### src/rtl/trig_fire_sequencer_if.sv
// trig_fire_sequencer_if: trigger/config inputs and fire/status outputs of the fire sequencer
interface trig_fire_sequencer_if #(parameter int NCH = 8);
  logic [NCH-1:0] trig_in;
  logic           enable_outputs;
  logic [7:0]     firingticks;
  logic [7:0]     deadticks;
  logic           clear_counts;
  logic [NCH-1:0] fire_out;
  logic           busy;
  logic [31:0]    fire_count;
  logic [15:0]    missed_count;
  modport master (
    output trig_in, enable_outputs, firingticks, deadticks, clear_counts,
    input  fire_out, busy, fire_count, missed_count
  );
  modport slave (
    input  trig_in, enable_outputs, firingticks, deadticks, clear_counts,
    output fire_out, busy, fire_count, missed_count
  );
endinterface

### src/rtl/trig_fire_sequencer.sv
// trig_fire_sequencer: turns trigger edges into timed fire pulses followed by a dead time,
// counting accepted and rejected triggers
module trig_fire_sequencer #(
  parameter int NCH = 8
) (
  input logic                 clk,
  input logic                 reset,
  trig_fire_sequencer_if.slave bus
);
  localparam logic [1:0] IDLE = 2'd0;
  localparam logic [1:0] FIRE = 2'd1;
  localparam logic [1:0] DEAD = 2'd2;
  logic [1:0]     state_q, state_d;
  logic [NCH-1:0] trig_q, fire_q, fire_d, rise;
  logic           busy_q, busy_d;
  logic [31:0]    fcnt_q, fcnt_d;
  logic [15:0]    mcnt_q, mcnt_d;
  logic [7:0]     wcnt_q, wcnt_d, dcnt_q, dcnt_d, dlat_q, dlat_d;
  logic           evt, accept, missed;
  assign rise   = bus.trig_in & ~trig_q;
  assign evt    = |rise;
  assign accept = state_q == IDLE && evt && !bus.enable_outputs;
  assign missed = state_q != IDLE && evt;
  // Counters step only on events; a clear in the same cycle always wins
  assign fcnt_d = bus.clear_counts ? '0 : fcnt_q + {31'd0, accept};
  assign mcnt_d = bus.clear_counts ? '0 : mcnt_q + {15'd0, missed && mcnt_q != 16'hFFFF};
  always_comb begin
    state_d = state_q;
    fire_d  = fire_q;
    busy_d  = busy_q;
    wcnt_d  = wcnt_q;
    dcnt_d  = dcnt_q;
    dlat_d  = dlat_q;
    case (state_q)
      IDLE: if (accept) begin
        state_d = FIRE;
        fire_d  = rise;
        busy_d  = 1'b1;
        wcnt_d  = bus.firingticks == 8'd0 ? 8'd1 : bus.firingticks;
        dlat_d  = bus.deadticks;
      end
      // A disable cuts the pulse short but still serves the whole dead time
      FIRE: if (bus.enable_outputs || wcnt_q == 8'd1) begin
        fire_d  = '0;
        state_d = dlat_q == 8'd0 ? IDLE : DEAD;
        busy_d  = dlat_q != 8'd0;
        dcnt_d  = dlat_q;
      end else begin
        wcnt_d = wcnt_q - 8'd1;
      end
      DEAD: if (dcnt_q <= 8'd1) begin
        state_d = IDLE;
        busy_d  = 1'b0;
      end else begin
        dcnt_d = dcnt_q - 8'd1;
      end
      default: begin
        state_d = IDLE;
        fire_d  = '0;
        busy_d  = 1'b0;
      end
    endcase
  end
  always_ff @(posedge clk or posedge reset) begin
    if (reset) begin
      state_q <= IDLE;
      trig_q  <= '1;
      fire_q  <= '0;
      busy_q  <= 1'b0;
      fcnt_q  <= '0;
      mcnt_q  <= '0;
      wcnt_q  <= '0;
      dcnt_q  <= '0;
      dlat_q  <= '0;
    end else begin
      state_q <= state_d;
      trig_q  <= bus.trig_in;
      fire_q  <= fire_d;
      busy_q  <= busy_d;
      fcnt_q  <= fcnt_d;
      mcnt_q  <= mcnt_d;
      wcnt_q  <= wcnt_d;
      dcnt_q  <= dcnt_d;
      dlat_q  <= dlat_d;
    end
  end
  assign bus.fire_out     = fire_q;
  assign bus.busy         = busy_q;
  assign bus.fire_count   = fcnt_q;
  assign bus.missed_count = mcnt_q;
endmodule

### src/flat_wrapper.sv
// flat-port wrapper written by rule: the top's interface ports become plain ports
module trig_fire_sequencer_flat 
#(
  parameter int NCH = 8
)
  (clk, reset, bus_trig_in, bus_enable_outputs, bus_firingticks, bus_deadticks, bus_clear_counts, bus_fire_out, bus_busy, bus_fire_count, bus_missed_count);
  trig_fire_sequencer_if #(.NCH(NCH)) bus_i ();
  input logic clk;
  input logic reset;
  input wire logic [$bits(bus_i.trig_in)-1:0] bus_trig_in;
  input wire logic [$bits(bus_i.enable_outputs)-1:0] bus_enable_outputs;
  input wire logic [$bits(bus_i.firingticks)-1:0] bus_firingticks;
  input wire logic [$bits(bus_i.deadticks)-1:0] bus_deadticks;
  input wire logic [$bits(bus_i.clear_counts)-1:0] bus_clear_counts;
  output wire logic [$bits(bus_i.fire_out)-1:0] bus_fire_out;
  output wire logic [$bits(bus_i.busy)-1:0] bus_busy;
  output wire logic [$bits(bus_i.fire_count)-1:0] bus_fire_count;
  output wire logic [$bits(bus_i.missed_count)-1:0] bus_missed_count;
  assign bus_i.trig_in = bus_trig_in;
  assign bus_i.enable_outputs = bus_enable_outputs;
  assign bus_i.firingticks = bus_firingticks;
  assign bus_i.deadticks = bus_deadticks;
  assign bus_i.clear_counts = bus_clear_counts;
  assign bus_fire_out = bus_i.fire_out;
  assign bus_busy = bus_i.busy;
  assign bus_fire_count = bus_i.fire_count;
  assign bus_missed_count = bus_i.missed_count;
  trig_fire_sequencer #(.NCH(NCH)) u_core (.clk(clk), .reset(reset), .bus(bus_i));
endmodule
### config.mk
export PLATFORM = sky130hd
export DESIGN_NAME = trig_fire_sequencer_flat
export DESIGN_NICKNAME = d
export VERILOG_FILES = /design/src/rtl/trig_fire_sequencer_if.sv /design/src/rtl/trig_fire_sequencer.sv /design/src/flat_wrapper.sv
export SDC_FILE = /design/constraint.sdc
export NUM_CORES = 1
export LEC_CHECK = 0
export ABC_AREA = 1
export BUFFER_PORTS_ARGS = -buffer_cell sky130_fd_sc_hd__buf_2
export CAP_MARGIN = 20
export CORE_ASPECT_RATIO = 1.75
export CORE_MARGIN = 5
export CORE_UTILIZATION = 61
export CTS_BUF_LIST = sky130_fd_sc_hd__clkbuf_16
export DETAILED_ROUTE_END_ITERATION = 16
export GPL_ROUTABILITY_DRIVEN = 1
export GPL_TIMING_DRIVEN = 0
export PLACE_DENSITY = 0.95
export SLEW_MARGIN = 20
export SYNTH_ARGS = -nofsm -noshare
export SYNTH_HDL_FRONTEND = slang
export SYNTH_SLANG_ARGS = --single-unit
### constraint.sdc
create_clock -name clk -period 9.3 [get_ports clk]
set_input_delay 2.325 -clock clk [delete_from_list [all_inputs] [get_ports clk]]
set_output_delay 2.325 -clock clk [all_outputs]
set_load 0.05 [all_outputs]
# Yosys cells after proc, flatten, opt, wreduce, memory -nomap -nowiden
# Cells that the tools add are included.
[word_totals] ff_bits=91
[op_classes] add_sub_neg=4 n_lt_le_gt_ge=1 n_eq_ne=9 mux=21 bitwise=3 reduce_logical=19
[op_table] cell="$mux W8" count=7
[op_table] cell="$add A32 B1 Y32" count=1
[op_table] cell="$mux W32" count=1
[op_table] cell="$pmux W8 S2" count=2
[op_table] cell="$pmux W8 S3" count=1
[op_table] cell="$add A16 B1 Y16" count=1
[op_table] cell="$logic_not A8 Y1" count=2
[op_table] cell="$mux W16" count=1
[op_table] cell="$ne A16 B16 Y1 const B" count=1
[op_table] cell="$sub A8 B1 Y8 const B" count=2
[op_table] cell="$reduce_and A3 Y1" count=4
[op_table] cell="$and A8 B8 Y8" count=1
[op_table] cell="$eq A8 B1 Y1 const B" count=1
[op_table] cell="$le A8 B1 Y1 const B" count=1
[op_table] cell="$mux W2" count=4
[op_table] cell="$not A8 Y8" count=1
[op_table] cell="$reduce_bool A8 Y1" count=1
[op_table] cell="$reduce_or A8 Y1" count=1
[op_table] cell="$ne A2 B1 Y1 const B" count=3
[op_table] cell="$pmux W2 S3" count=1
[op_table] cell="$reduce_bool A2 Y1" count=3
[op_table] cell="$logic_and A1 B1 Y1" count=4
[op_table] cell="$ne A2 B2 Y1 const B" count=2
[op_table] cell="$mux W1" count=3
[op_table] cell="other kinds (8)" count=8

# Depth between registers and ports, before layout
[depth] depth_word=7 mapped_depth=19 ltp_nobuf=18

# Worst setup path after synthesis
# OpenSTA, ideal clock, no wires.
[synth_timing] kind="input port to flip-flop" startpoint="input bus_trig_in[7]" endpoint="register u_core.fcnt_q[16] (netlist: u_core.bus.fire_count[16])" arrival_time_ps=4031 required_time_ps=9179 slack_ps=5148 cell_stages=17 path_buffers=1 cell_sequence="nand2_1 nand2_1 nor2_1 nand2_1 nand2_1 inv_1 buf_2 ha_1 nand2_1 inv_1 nand2_1 nor2_1 nand2_1 nor2_1 nand2_1 o21ai_0 nor2_1"
[synth_between] elab_chain_len=6
[synth_lines] item="start: declaration" line_no="flat_wrapper.sv:10" source="input wire logic [$bits(bus_i.trig_in)-1:0] bus_trig_in;"
[synth_lines] item="$and A8 B8 Y8" line_no="trig_fire_sequencer.sv:20" source="assign rise = bus.trig_in & ~trig_q;"
[synth_lines] item="$reduce_or A8 Y1" line_no="trig_fire_sequencer.sv:21" source="assign evt = |rise;"
[synth_lines] item="$logic_and A1 B1 Y1 (2 in a row)" line_no="trig_fire_sequencer.sv:22" source="assign accept = state_q == IDLE && evt && !bus.enable_outputs;"
[synth_lines] item="$add A32 B1 Y32" line_no="trig_fire_sequencer.sv:25" source="assign fcnt_d = bus.clear_counts ? '0 : fcnt_q + {31'd0, accept};"
[synth_lines] item="$mux W32" line_no="trig_fire_sequencer.sv:25"
[synth_lines] item="net u_core.fcnt_d[16]" line_no="trig_fire_sequencer.sv:16" source="logic [31:0] fcnt_q, fcnt_d;"
[synth_lines] item="end signal: assignment" line_no="trig_fire_sequencer.sv:80" source="fcnt_q <= fcnt_d;"
[synth_lines] item="end: declaration" line_no="trig_fire_sequencer.sv:16"
# The timed path passes the listed nets, and every way through them passes these cells.
# A chain may end at the register's enable or synchronous reset.

# Worst setup path in the final report
[layout_timing] startpoint="input bus_trig_in[5]" endpoint="register u_core.fcnt_q[16] (netlist: u_core.bus.fire_count[16])"
# Same word-level chain as after synthesis.

==> results.cfg <==
[pwr]
power.density_nw_per_um2 = 243
p_int_w = 0.000832
ir_drop_v = 0.000135
switching_power_w = 0.000575
power_frac_clock_pct = 25.7
p_sw_share_pct = 40.9
power.leakage_nw = 3.07
p_comb_share_pct = 36.8
seqPwrFrac_pct = 37.5

[drt]
route.detailed.drc = 0
ant_nets = 0
wirelength_mm = 13.3
dr.first_iter.drc_count = 410
dr.pass1.iters = 6
routed-via-count = 5015
wl_per_cell_um = 15.2
viasPerCell = 5.72

[synth]
syn_avg_cell_area_um2 = 7.18
yosysWarnings = 0
synthXorXnorAreaFrac_pct = 1.25
synth_mux_area_share_pct = 0
synthSimpleGateAreaFrac_pct = 33.7
synth_top_family_by_area = simple AND/OR/NAND/NOR gates
synth_cell_types = 27
synth_compound_area_share_pct = 8.19
synth-seq-cells = 91
synthesis.nets = 725
synth-adder-area-share_pct = 2.80
ys_seq_area_share_pct = 46.5
netlist_instances = 686
syn_area_um2 = 4920

[sta]
setup_tns_ns = 0
setup_viol = 0
period_share_pct = 48.4
clock.fmax_ghz = 0.222
worstMarginPinSlew_ns = 0.537
setup_ws_ns = 4.80
finalHoldViolCount = 0
rsz0062_at_grt = false
slew_violations = 0
fin_skew_ns = 0.00761
period_needed_ns = 4.50
max-slew-margin-rel_pct = 64.2

[floorplan]
die-area_um2 = 10000
start_util_pct = 62.2
die_x_um = 77.9
coreArea_um2 = 7910
io_pins = 85
num_rows = 43
fp.dieH_um = 129

[cells_and_area]
syn_to_final_growth_pct = 17.4
drive_gt1_share_pct = 15.6
antenna_cells = 0
fin_nets = 821
final_area_um2 = 5780
fillers = 562

[run]
cap_violations = 0

[global_route]
grt_use_met2_pct = 48.3
antenna_found_initial = 0
grt_pass1_vias = 5076
grt_pass1_wl_mm = 21.9
overflow = 0
use_met3_pct = 5.95
met1_usage_pct = 28.8
grt.busiest_layer = met2
grt_use_total_pct = 27.0
grt_max_degree = 61

[critical_path]
worst-path-max-fanout = 11
setup.worst_path.end = u_core.bus.fire_count[16]$_DFF_PP0_
rr_startpoint = u_core.state_q[1]$_DFFE_PP0P_
rr_endpoint = u_core.bus.fire_count[16]$_DFF_PP0_
rrSetupSlack_ns = 6.28
start_kind = input port
criticalPathCategory = in -> reg
startpoint = bus_trig_in[5]
cp.arrival_ns = 4.73
cp.required_ns = 9.53
end_kind = flip-flop
worstRegToRegCells = 17

[worst_hold_path]
whs_path_depth = 2
holdCritPathClass = reg -> reg
hp-start = u_core.bus.fire_out[1]$_DFFE_PP0P_

[placement]
place_area_um2 = 5490
hpwl_mm = 9.89
gp_congestion = 0.927
io_buffers = 84
place_ws_ns = 4.52

[clock_tree]
cts_tree = yes
cts_resized = 0
holdBufCountCts = 0
htreeDepth = 3
cts_root_buffer = clkbuf_16
clock_path_buffers = 2
cts.sinks = 91
clk_latency_ns = 0.35
path_clk_slew_ns = 0.07
post_cts_buffers = 0
numCtsBuffers = 9

[outcome]
outcome = completed
[cell type report]
cell class | instances | area [um^2] | area share [%]
Tap cell | 90 | 113 | 1.95
Clock inverter | 7 | 68.8 | 1.19
Sequential cell | 91 | 2290 | 39.6
Timing Repair Buffer | 85 | 448 | 7.75
Buffer | 12 | 56.3 | 0.974
Clock buffer | 9 | 225 | 3.90
Multi-Input combinational cell | 498 | 2260 | 39.1
Inverter | 85 | 322 | 5.56
[metal layers]
layer / wire length, um / part of all wire, %
met2: 7000 / 53
met1: 4770 / 36
met5: 0 / 0
met3: 876 / 6.6
met4: 663 / 5.0
[critical path: stages]
cell and delay, ns:
buf_2 0.09, nand2_1 0.09, nand2_1 0.10, nor2_1 0.05, nand2_1 0.08, nand2_1 0.21
inv_1 0.18, buf_2 0.26, ha_1 0.20, nand2_1 0.07, inv_1 0.08, nand2_1 0.09
nor2_1 0.29, nand2_1 0.11, nor2_1 0.19, nand2_1 0.07, o21ai_0 0.18, nor2_1 0.06
[power groups by stage]
| stage | Sequential (W) | Combinational (W) | Clock (W) |
|---|---|---|---|
| after CTS | 0.000526 | 0.000515 | 0.000362 |
| after floorplan | 0.000576 | 0.000333 | 0 |
| final | 0.000528 | 0.000518 | 0.000361 |
| after detailed placement | 0.000532 | 0.000510 | 0 |
| after global routing | 0.000535 | 0.000579 | 0.000384 |
| after global placement | 0.000528 | 0.000484 | 0 |
[placed cells by master (no fill, tap or decap), drive strengths merged, types with 2 or more instances in the layout]
cell / n
clkbuf: 17
xor2: 7
nor3: 10
o21ai: 51
nand2: 219
dfstp: 8
clkinv: 5
nand3: 47
ha: 11
nand4: 16
nor2: 110
buf: 89
inv: 85
dfrtp: 83
a31oi: 2
a21oi: 21
[logic make-up after synthesis]
group / Yosys count
AOI/OAI and AO/OA: 76
xor gates and xnor gates: 7
adders and majority gates: 11
buffers and inverters: 97
DFF: 91
and+or+nand+nor: 404
[worst min-delay path by stage]
| stage | end | slack, ns |
|---|---|---|
| floorplan | u_core.dcnt_q[5]$_DFFE_PP0P_ | 0.44 |
| global placement | u_core.bus.fire_out[7]$_DFFE_PP0P_ | 0.45 |
| detailed placement | u_core.bus.fire_out[7]$_DFFE_PP0P_ | 0.47 |
| CTS | u_core.dcnt_q[5]$_DFFE_PP0P_ | 0.48 |
| global route | u_core.dcnt_q[5]$_DFFE_PP0P_ | 0.50 |
| finish | u_core.bus.fire_out[1]$_DFFE_PP0P_ | 0.47 |
[cell usage after synthesis]
master	n	area [um^2]
a21oi_1	21	105
a31oi_1	2	12.5
and2_1	1	6.26
and3_1	1	6.26
buf_2	3	15.0
buf_6	1	11.3
clkbuf_1	8	30.0
dfrtp_1	83	2080
dfstp_2	8	210
ha_1	11	138
inv_1	84	315
inv_2	1	3.75
nand2_1	217	815
nand2_2	2	12.5
nand3_1	46	230
nand3_2	1	10.0
nand4_1	16	100
nor2_1	106	398
nor2_2	3	18.8
nor2_4	1	11.3
nor3_1	10	50.1
o21a_1	1	7.51
o21ai_0	49	245
o21ai_2	1	8.76
o21ai_4	1	16.3
o21bai_1	1	7.51
xor2_1	7	61.3
[through the flow]
| stage | cells | total power (W) | hold slack (ns) | util (%) |
|---|---|---|---|---|
| after floorplan | 686 | 0.000909 | 0.441 | - |
| after global placement | 860 | 0.00101 | 0.454 | 69.0 |
| after detailed placement | 861 | 0.00104 | 0.466 | 69.4 |
| after CTS | 877 | 0.00140 | 0.481 | 73.1 |
| after global routing | 877 | 0.00150 | 0.503 | 73.1 |
| final | 877 | 0.00141 | 0.473 | 73.1 |
[flip-flops by register name, indices dropped and copies added, names as in the netlist]
register,cells
u_core.bus.fire_count,32
u_core.bus.missed_count,16
u_core.bus.fire_out,8
u_core.dcnt_q,8
u_core.dlat_q,8
u_core.trig_q,8
u_core.wcnt_q,8
u_core.state_q,2
u_core.bus.busy,1
(Power assumes the default switching activity.)
